### config.mk
export PLATFORM = sky130hd
export DESIGN_NAME = roc_aer_out_ctrl
export DESIGN_NICKNAME = d
export VERILOG_FILES = /design/src/rtl/roc_aer_pkg.sv /design/src/rtl/roc_sync_ff.sv /design/src/rtl/roc_aer_out_ctrl.sv
export SDC_FILE = /design/constraint.sdc
export NUM_CORES = 1
export LEC_CHECK = 0
export CORE_UTILIZATION = 50
export CTS_BUF_LIST = sky130_fd_sc_hd__clkbuf_8
export DETAILED_ROUTE_END_ITERATION = 8
export PLACE_DENSITY = 0.8
export SYNTH_ARGS = -nofsm -noshare
export SYNTH_HDL_FRONTEND = slang
export SYNTH_SLANG_ARGS = --single-unit
### constraint.sdc
create_clock -name CLK -period 3.9 [get_ports CLK]
set_clock_uncertainty 0.05 [all_clocks]
set_input_delay 0.78 -clock CLK [delete_from_list [all_inputs] [get_ports CLK]]
set_output_delay 0.78 -clock CLK [all_outputs]
set_load 0.05 [all_outputs]
### src/rtl/roc_aer_pkg.sv
// Shared types and default constants for the rank-order-coding AER output path.
package roc_aer_pkg;

  localparam int unsigned AER_ADDR_BITS   = 10;
  localparam int unsigned AER_SYNC_STAGES = 2;
  localparam int unsigned AER_CNT_BITS    = 10;

  // 4-phase handshake sequencing on the AER output link
  typedef enum logic [1:0] {
    StIdle,
    StSetup,
    StReqHi,
    StWaitAckLo
  } aer_state_t;

endpackage

### src/rtl/roc_sync_ff.sv
// Multi-stage flop synchronizer for a single asynchronous level signal.
module roc_sync_ff #(
  parameter int unsigned Stages = 2
) (
  input  logic clk_i,
  input  logic rst_ni,
  input  logic d_i,
  output logic q_o
);

  logic [Stages-1:0] sync_q;

  // Shift the asynchronous input through the flop chain
  always_ff @(posedge clk_i or negedge rst_ni) begin
    if (!rst_ni) begin
      sync_q <= '0;
    end else begin
      sync_q <= {sync_q[Stages-2:0], d_i};
    end
  end

  assign q_o = sync_q[Stages-1];

endmodule

### src/rtl/roc_aer_out_ctrl.sv
// AER output controller: takes sorted pixel indices from the rank-order encoder and
// drives them onto the 4-phase AER link of the SNN core, throttling the encoder via
// AERIN_CTRL_BUSY, counting completed events per image and flagging overruns.
// Optional: define ROC_AER_ACK_TIMEOUT_EN to add an ACK wait limit (TIMEOUT_CYCLES)
// and the sticky ACK_TIMEOUT_ERR output.
module roc_aer_out_ctrl
  import roc_aer_pkg::*;
#(
  parameter int unsigned ADDR_BITS      = AER_ADDR_BITS,
  parameter int unsigned SYNC_STAGES    = AER_SYNC_STAGES,
  parameter int unsigned CNT_BITS       = AER_CNT_BITS
`ifdef ROC_AER_ACK_TIMEOUT_EN
  ,parameter int unsigned TIMEOUT_CYCLES = 1024
`endif
) (
  input  logic                 CLK,
  input  logic                 RST_N,
  input  logic                 NEW_IMAGE,
  input  logic [ADDR_BITS-1:0] NEXT_INDEX,
  input  logic                 FOUND_NEXT_INDEX,
  input  logic                 ENCODER_RDY,
  output logic                 AERIN_CTRL_BUSY,
  output logic [ADDR_BITS-1:0] AEROUT_ADDR,
  output logic                 AEROUT_REQ,
  input  logic                 AEROUT_ACK,
  output logic [CNT_BITS-1:0]  EVENT_COUNT,
  output logic                 IMAGE_DONE,
  output logic                 OVERRUN_ERR
`ifdef ROC_AER_ACK_TIMEOUT_EN
  ,output logic                ACK_TIMEOUT_ERR
`endif
);

  aer_state_t state_q;
  logic       ack_s;
  // Set when an event completes; lets IMAGE_DONE fire once per finished image
  logic       armed_q;

`ifdef ROC_AER_ACK_TIMEOUT_EN
  localparam int unsigned ToBits = $clog2(TIMEOUT_CYCLES + 1);
  logic [ToBits-1:0] to_cnt_q;
`endif

  roc_sync_ff #(
    .Stages(SYNC_STAGES)
  ) u_ack_sync (
    .clk_i (CLK),
    .rst_ni(RST_N),
    .d_i   (AEROUT_ACK),
    .q_o   (ack_s)
  );

  // Handshake FSM with all outputs registered; later assignments take priority
  always_ff @(posedge CLK or negedge RST_N) begin
    if (!RST_N) begin
      state_q         <= StIdle;
      AEROUT_ADDR     <= '0;
      AEROUT_REQ      <= 1'b0;
      AERIN_CTRL_BUSY <= 1'b0;
      EVENT_COUNT     <= '0;
      IMAGE_DONE      <= 1'b0;
      OVERRUN_ERR     <= 1'b0;
      armed_q         <= 1'b0;
`ifdef ROC_AER_ACK_TIMEOUT_EN
      to_cnt_q        <= '0;
      ACK_TIMEOUT_ERR <= 1'b0;
`endif
    end else begin
      IMAGE_DONE <= 1'b0;

      unique case (state_q)
        StIdle: begin
          if (FOUND_NEXT_INDEX) begin
            AEROUT_ADDR     <= NEXT_INDEX;
            AERIN_CTRL_BUSY <= 1'b1;
            state_q         <= StSetup;
          end
        end
        StSetup: begin
          // Hold off while a stale ACK from the core is still high
          if (!ack_s) begin
            AEROUT_REQ <= 1'b1;
            state_q    <= StReqHi;
          end
        end
        StReqHi: begin
          if (ack_s) begin
            AEROUT_REQ <= 1'b0;
            state_q    <= StWaitAckLo;
          end
        end
        StWaitAckLo: begin
          if (!ack_s) begin
            AERIN_CTRL_BUSY <= 1'b0;
            armed_q         <= 1'b1;
            state_q         <= StIdle;
            if (EVENT_COUNT != {CNT_BITS{1'b1}}) begin
              EVENT_COUNT <= EVENT_COUNT + 1'b1;
            end
          end
        end
        default: state_q <= StIdle;
      endcase

      // Strobes outside IDLE are dropped; the in-flight event carries on
      if (FOUND_NEXT_INDEX && (state_q != StIdle)) begin
        OVERRUN_ERR <= 1'b1;
      end

      if ((state_q == StIdle) && ENCODER_RDY && armed_q) begin
        IMAGE_DONE <= 1'b1;
        armed_q    <= 1'b0;
      end

`ifdef ROC_AER_ACK_TIMEOUT_EN
      // Abandon the event if the core never completes the handshake
      if ((state_q == StReqHi) || (state_q == StWaitAckLo)) begin
        if (to_cnt_q == ToBits'(TIMEOUT_CYCLES - 1)) begin
          ACK_TIMEOUT_ERR <= 1'b1;
          AEROUT_REQ      <= 1'b0;
          AERIN_CTRL_BUSY <= 1'b0;
          EVENT_COUNT     <= EVENT_COUNT;
          armed_q         <= armed_q;
          state_q         <= StIdle;
          to_cnt_q        <= '0;
        end else begin
          to_cnt_q <= to_cnt_q + 1'b1;
        end
      end else begin
        to_cnt_q <= '0;
      end
`endif

      // Image start clears bookkeeping but never aborts the handshake
      if (NEW_IMAGE) begin
        EVENT_COUNT <= '0;
        OVERRUN_ERR <= 1'b0;
        armed_q     <= 1'b0;
`ifdef ROC_AER_ACK_TIMEOUT_EN
        ACK_TIMEOUT_ERR <= 1'b0;
`endif
      end
    end
  end

endmodule

## Word level (Yosys, flattened, before mapping)

Cells that the tools add are included.

- Register bits: 29
- Bits in latches: 0
- Bits in writable memories: 0
- Bits in read-only memories: 0
- Input bits: 16
- Output and inout bits: 24
- Word-level logic and storage cells: 58
- Memories: 0

- Add/sub/neg operators: 1
- Multipliers: 0
- Divide/modulo/power cells: 0
- Order comparisons: 0
- Equality and inequality tests: 10
- Shift operators: 0
- Mux-type cells: 21
- Bitwise gates (word level): 0
- Reductions and logical operators: 17

Operators by type and width:

| operator | number |
|---|---|
| $mux 10 | 4 |
| $reduce_bool 2->1 | 6 |
| $add 10x1->10 const B | 1 |
| $mux 1 | 10 |
| $ne 10x10->1 const B | 1 |
| $reduce_and 3->1 | 3 |
| $mux 2 | 4 |
| $ne 2x2->1 const B | 4 |
| $pmux 2 s4 | 1 |
| $eq 2x2->1 const B | 2 |
| $pmux 1 s2 | 2 |
| $reduce_and 2->1 | 2 |
| $reduce_and 4->1 | 1 |
| $logic_and 1x1->1 | 3 |
| $ne 3x3->1 const B | 1 |
| $reduce_bool 3->1 | 1 |
| $eq 2x1->1 const B | 1 |
| $logic_not 2->1 | 1 |
| $ne 2x1->1 const B | 1 |

## Logic depth before layout (Yosys ltp)

- Depth in word-level cells: 5
- Mapped depth: 6
- Depth with buffers taken out: 6

## Modules after synthesis

From an unflattened synthesis, not the netlist that was laid out.

- Cell total of the unflattened synthesis: 116
- Area total of the unflattened synthesis: 1320.0 um2

Modules (own cells, without submodules):

| module | times used | cells each | area each (um2) | seq. area each (um2) |
|---|---|---|---|---|
| roc_aer_out_ctrl | 1 | 114 | 1270.0 | 675.6 |
| roc_sync_ff | 1 | 2 | 50.0 | 50.0 |

## Least setup slack after synthesis

OpenSTA, ideal clock, no wires.

- Path type: register to register
- From: reg EVENT_COUNT[0]
- To: reg EVENT_COUNT[1]
- Setup time: 0.132 ns
- Arrival time: 1.733 ns
- Required time: 3.718 ns
- Slack: 1.985 ns
- Stages on the path, launching flop included: 6
- Buffers on the path: 0
- Period minus slack after synthesis: 1.915 ns
- Cell sequence: dfrtp_1 > ha_1 > nand4_1 > o31ai_4 > mux2i_1 > nor2_1

- Longest elaborated chain between the ends: 5
- Elaborated cells between the ends (all ways): 8
- Classes of those cells: add/sub: 1; eq/ne: 1; mux: 4; reduce/logical: 2

Ends and longest elaborated chain:

| element | RTL line | source |
|---|---|---|
| start, declared | roc_aer_out_ctrl.sv:26 | `output logic [CNT_BITS-1:0] EVENT_COUNT,` |
| start signal, assigned | roc_aer_out_ctrl.sv:98 | `EVENT_COUNT <= EVENT_COUNT + 1'b1;` |
| $add 10x1->10 | roc_aer_out_ctrl.sv:98 |  |
| $mux 10 | roc_aer_out_ctrl.sv:97 | `if (EVENT_COUNT != {CNT_BITS{1'b1}}) begin` |
| $mux 10 | roc_aer_out_ctrl.sv:93 | `if (!ack_s) begin` |
| $mux 10 | roc_aer_out_ctrl.sv:71 | `unique case (state_q)` |
| $mux 10 | roc_aer_out_ctrl.sv:135 | `if (NEW_IMAGE) begin` |

Several ways; a longest one is shown, not always the timed one. The select of a mux whose other input is x is not followed.
A chain may end at the register's enable or synchronous reset.

## Final worst setup path

- From: reg EVENT_COUNT[2]
- To: out EVENT_COUNT[2]

No word-level cell between the ends.

==> reports/metrics.yaml <==
clocking:
  post_cts_buffers: 0
  clock_latency_ns: 0.28
  clkSinkCount: 29
  cts_buffer_depth: 2
  root_buffer: "clkbuf_8"
  clk_pin_slew_ns: 0.06
  ctsHoldBuffers: 0
  htreeDepth: 2
  cts_buffers: 5
  cts_tree: "yes"
  ctsResizeCount: 0
critical_path:
  cp_top_family: "buffers and inverters"
  slowest_stage: "clkdlybuf4s50_1"
  critical_path_buf_inv_count: 1
  cp_data_arrival_time_ns: 1.57
  slowest_delay_ns: 0.84
  crit_chain: "clkdlybuf4s50_1"
  crit_type: "register to primary output"
  required_ns: 3.07
  crit_fanout: 7
  crit_path_end_kind: "primary output"
  cp-start-kind: "register"
detailed_routing:
  vias: 1082
  routed_wirelength_um: 2850
  detail_route.wl_per_cell_um: 14.8
  drtIter0Drc: 20
  first_pass_iters: 4
  vias_per_cell: 5.61
  drcViolationCount: 0
  antenna_left: 0
floorplanning:
  die_w_um: 53.6
  die_h_um: 53.6
  initial_core_util_pct: 53.3
  dieArea_um2: 2880
  placeableCoreArea_um2: 2500
  rows: 18
  io_pins: 40
logic_synthesis:
  netlist_area_um2: 1330
  yosys_register_bits: 29
  synth_fp_nets: 137
  synth.distinct_cells: 34
  ys_seq_area_share_pct: 54.5
  avgSynthCellArea_um2: 11.5
  syn_inst: 116
  yosys_warnings: 0
status:
  status: "finished clean"
final_layout:
  drive_gt1_share_pct: 17.2
  final_area_um2: 1870
  fill_cells: 181
  mostFrequentLayoutCells: "clkdlybuf4s50_1, dfrtp_1, mux2_2, nor2_1, nand2_1"
  syn2layout_area_growth_pct: 40.0
  layoutNonFillerInstCount: 193
  final_common_cell: "clkdlybuf4s50_1"
  nNetsFinal: 183
  multi_input_area_um2: 588
  insertedDiodeCount: 0
  ff_latch_area_um2: 726
sta:
  slew_headroom_pct: 65.1
  rsz0062_at_grt: "no"
  setup_tns_ns: 0
  max_clock_freq_mhz: 416
  period_minus_slack_ns: 2.40
  drv_slew: 0
  worst_pin_slew_ns: 0.521
  final-setup-viol-count: 0
  fin_crit_sh_pct: 61.6
  final_hold_viol_count: 0
place:
  placed_cells: 185
  hpwl_um: 2030
  post_dp_cell_area_um2: 1760
  port_buffers: 39
  gp_congestion: 0.783
power:
  ir_drop_uv: 586
  p_leak_nw: 0.786
  power-per-cell-area_nw_per_um2: 723
grt:
  antenna_found_initial: 0
  first_global_vias: 1081
  grt_max_degree: 30
  grt_util_all_layers_pct: 23.9
  grt.overflow.total: 0
  grt_pass1_wl_um: 4660
min_path:
  hold_path.class: "register to register"
job:
  drv_cap: 0
-- power breakdown --
group | leakage [nW] | switching (mW) | internal (mW)
Sequential | 0.365 | 0.0531 | 0.385
Combinational | 0.367 | 0.398 | 0.244
Clock | 0.0542 | 0.109 | 0.159
-- sequential cells by signal, indices dropped and copies added (netlist names) --
name               cells
AEROUT_ADDR           10
EVENT_COUNT           10
state_q                2
u_ack_sync.sync_q      2
AERIN_CTRL_BUSY        1
AEROUT_REQ             1
IMAGE_DONE             1
OVERRUN_ERR            1
armed_q                1
-- routing by layer --
layer  vias to the layer above  GRT usage, %  part of all wire (%)
met1                       528          25.6                    39
met3                         9          11.6                   7.3
met2                        39          40.4                    51
met4                         0          8.77                   2.4
li1                        506             -                     -
met5                         -             0                     0
-- Yosys cell counts --
| master | count | area share (%) |
|---|---|---|
| mux2i_1 | 2 | 1.5 |
| or3_1 | 1 | 0.47 |
| nor2_1 | 11 | 3.1 |
| o22ai_1 | 1 | 0.47 |
| clkbuf_1 | 1 | 0.28 |
| or4_1 | 1 | 0.56 |
| a211oi_1 | 2 | 1.1 |
| and3_4 | 1 | 0.85 |
| nand2_2 | 1 | 0.47 |
| and2_2 | 1 | 0.56 |
| and2b_2 | 1 | 0.66 |
| a31oi_1 | 1 | 0.47 |
| nor3b_1 | 1 | 0.56 |
| a21oi_1 | 8 | 3.0 |
| dfrtp_1 | 29 | 54 |
| o31ai_1 | 1 | 0.56 |
| o21ai_0 | 5 | 1.9 |
| a31o_2 | 1 | 0.66 |
| nor3_1 | 2 | 0.75 |
| o31ai_4 | 1 | 1.6 |
| o31a_1 | 1 | 0.66 |
| or3_2 | 1 | 0.56 |
| and3_1 | 1 | 0.47 |
| or2b_1 | 1 | 0.56 |
| mux2_2 | 11 | 9.3 |
| nand4_1 | 3 | 1.4 |
| xnor2_1 | 2 | 1.3 |
| inv_1 | 4 | 1.1 |
| o21bai_1 | 1 | 0.56 |
| ha_1 | 5 | 4.7 |
| and4_2 | 1 | 0.75 |
| and4_1 | 1 | 0.66 |
| nand2_1 | 10 | 2.8 |
| nand3b_1 | 2 | 1.1 |
-- worst paths after layout --
check | startpoint | to | slack [ns] | cells after the start
min in group asynchronous | RST_N | EVENT_COUNT[6]$_DFFE_PN0P_ | 0.82 | 2
setup / recovery | EVENT_COUNT[2]$_DFFE_PN0P_ | EVENT_COUNT[2] | 1.50 | 1
hold reg to reg | u_ack_sync.sync_q[0]$_DFF_PN0_ | u_ack_sync.sync_q[1]$_DFF_PN0_ | 0.29 | 0
max in group asynchronous | RST_N | AEROUT_ADDR[2]$_DFFE_PN0P_ | 2.71 | 2
setup reg to reg | EVENT_COUNT[0]$_DFFE_PN0P_ | EVENT_COUNT[5]$_DFFE_PN0P_ | 2.13 | 5
hold / removal | u_ack_sync.sync_q[0]$_DFF_PN0_ | u_ack_sync.sync_q[1]$_DFF_PN0_ | 0.29 | 0
-- cell families after synthesis --
kind of cell             Yosys count  synth area share [%]
flip-flops                        29                  54.5
XOR/XNOR                           2                  1.31
adder cells (fa/ha/maj)            5                  4.69
AND/OR/NAND/NOR                   40                  16.3
buffers and inverters              5                  1.41
multiplexers                      13                  10.8
AO/OA/AOI/OAI                     22                  11.0
-- area by class of cell --
class	count	share of cell area (%)
well taps	30	2.01
clock inverters	1	0.268
clock buffers	7	5.16
inverters	4	0.805
repair buffers	40	21.3
flip-flops and latches	29	38.9
multi-input cells	82	31.5
-- stage by stage --
step,util (%),total power [mW],setup slack [ns],hold WS (ns)
after floorplan,-,0.866,1.99,0.281
after global placement,70.6,1.06,1.74,0.284
after detailed placement,70.6,1.08,1.70,0.285
after CTS,74.6,1.36,1.50,0.298
after global routing,74.6,1.41,1.43,0.302
final,74.6,1.35,1.50,0.292
(Power assumes the default switching activity.)
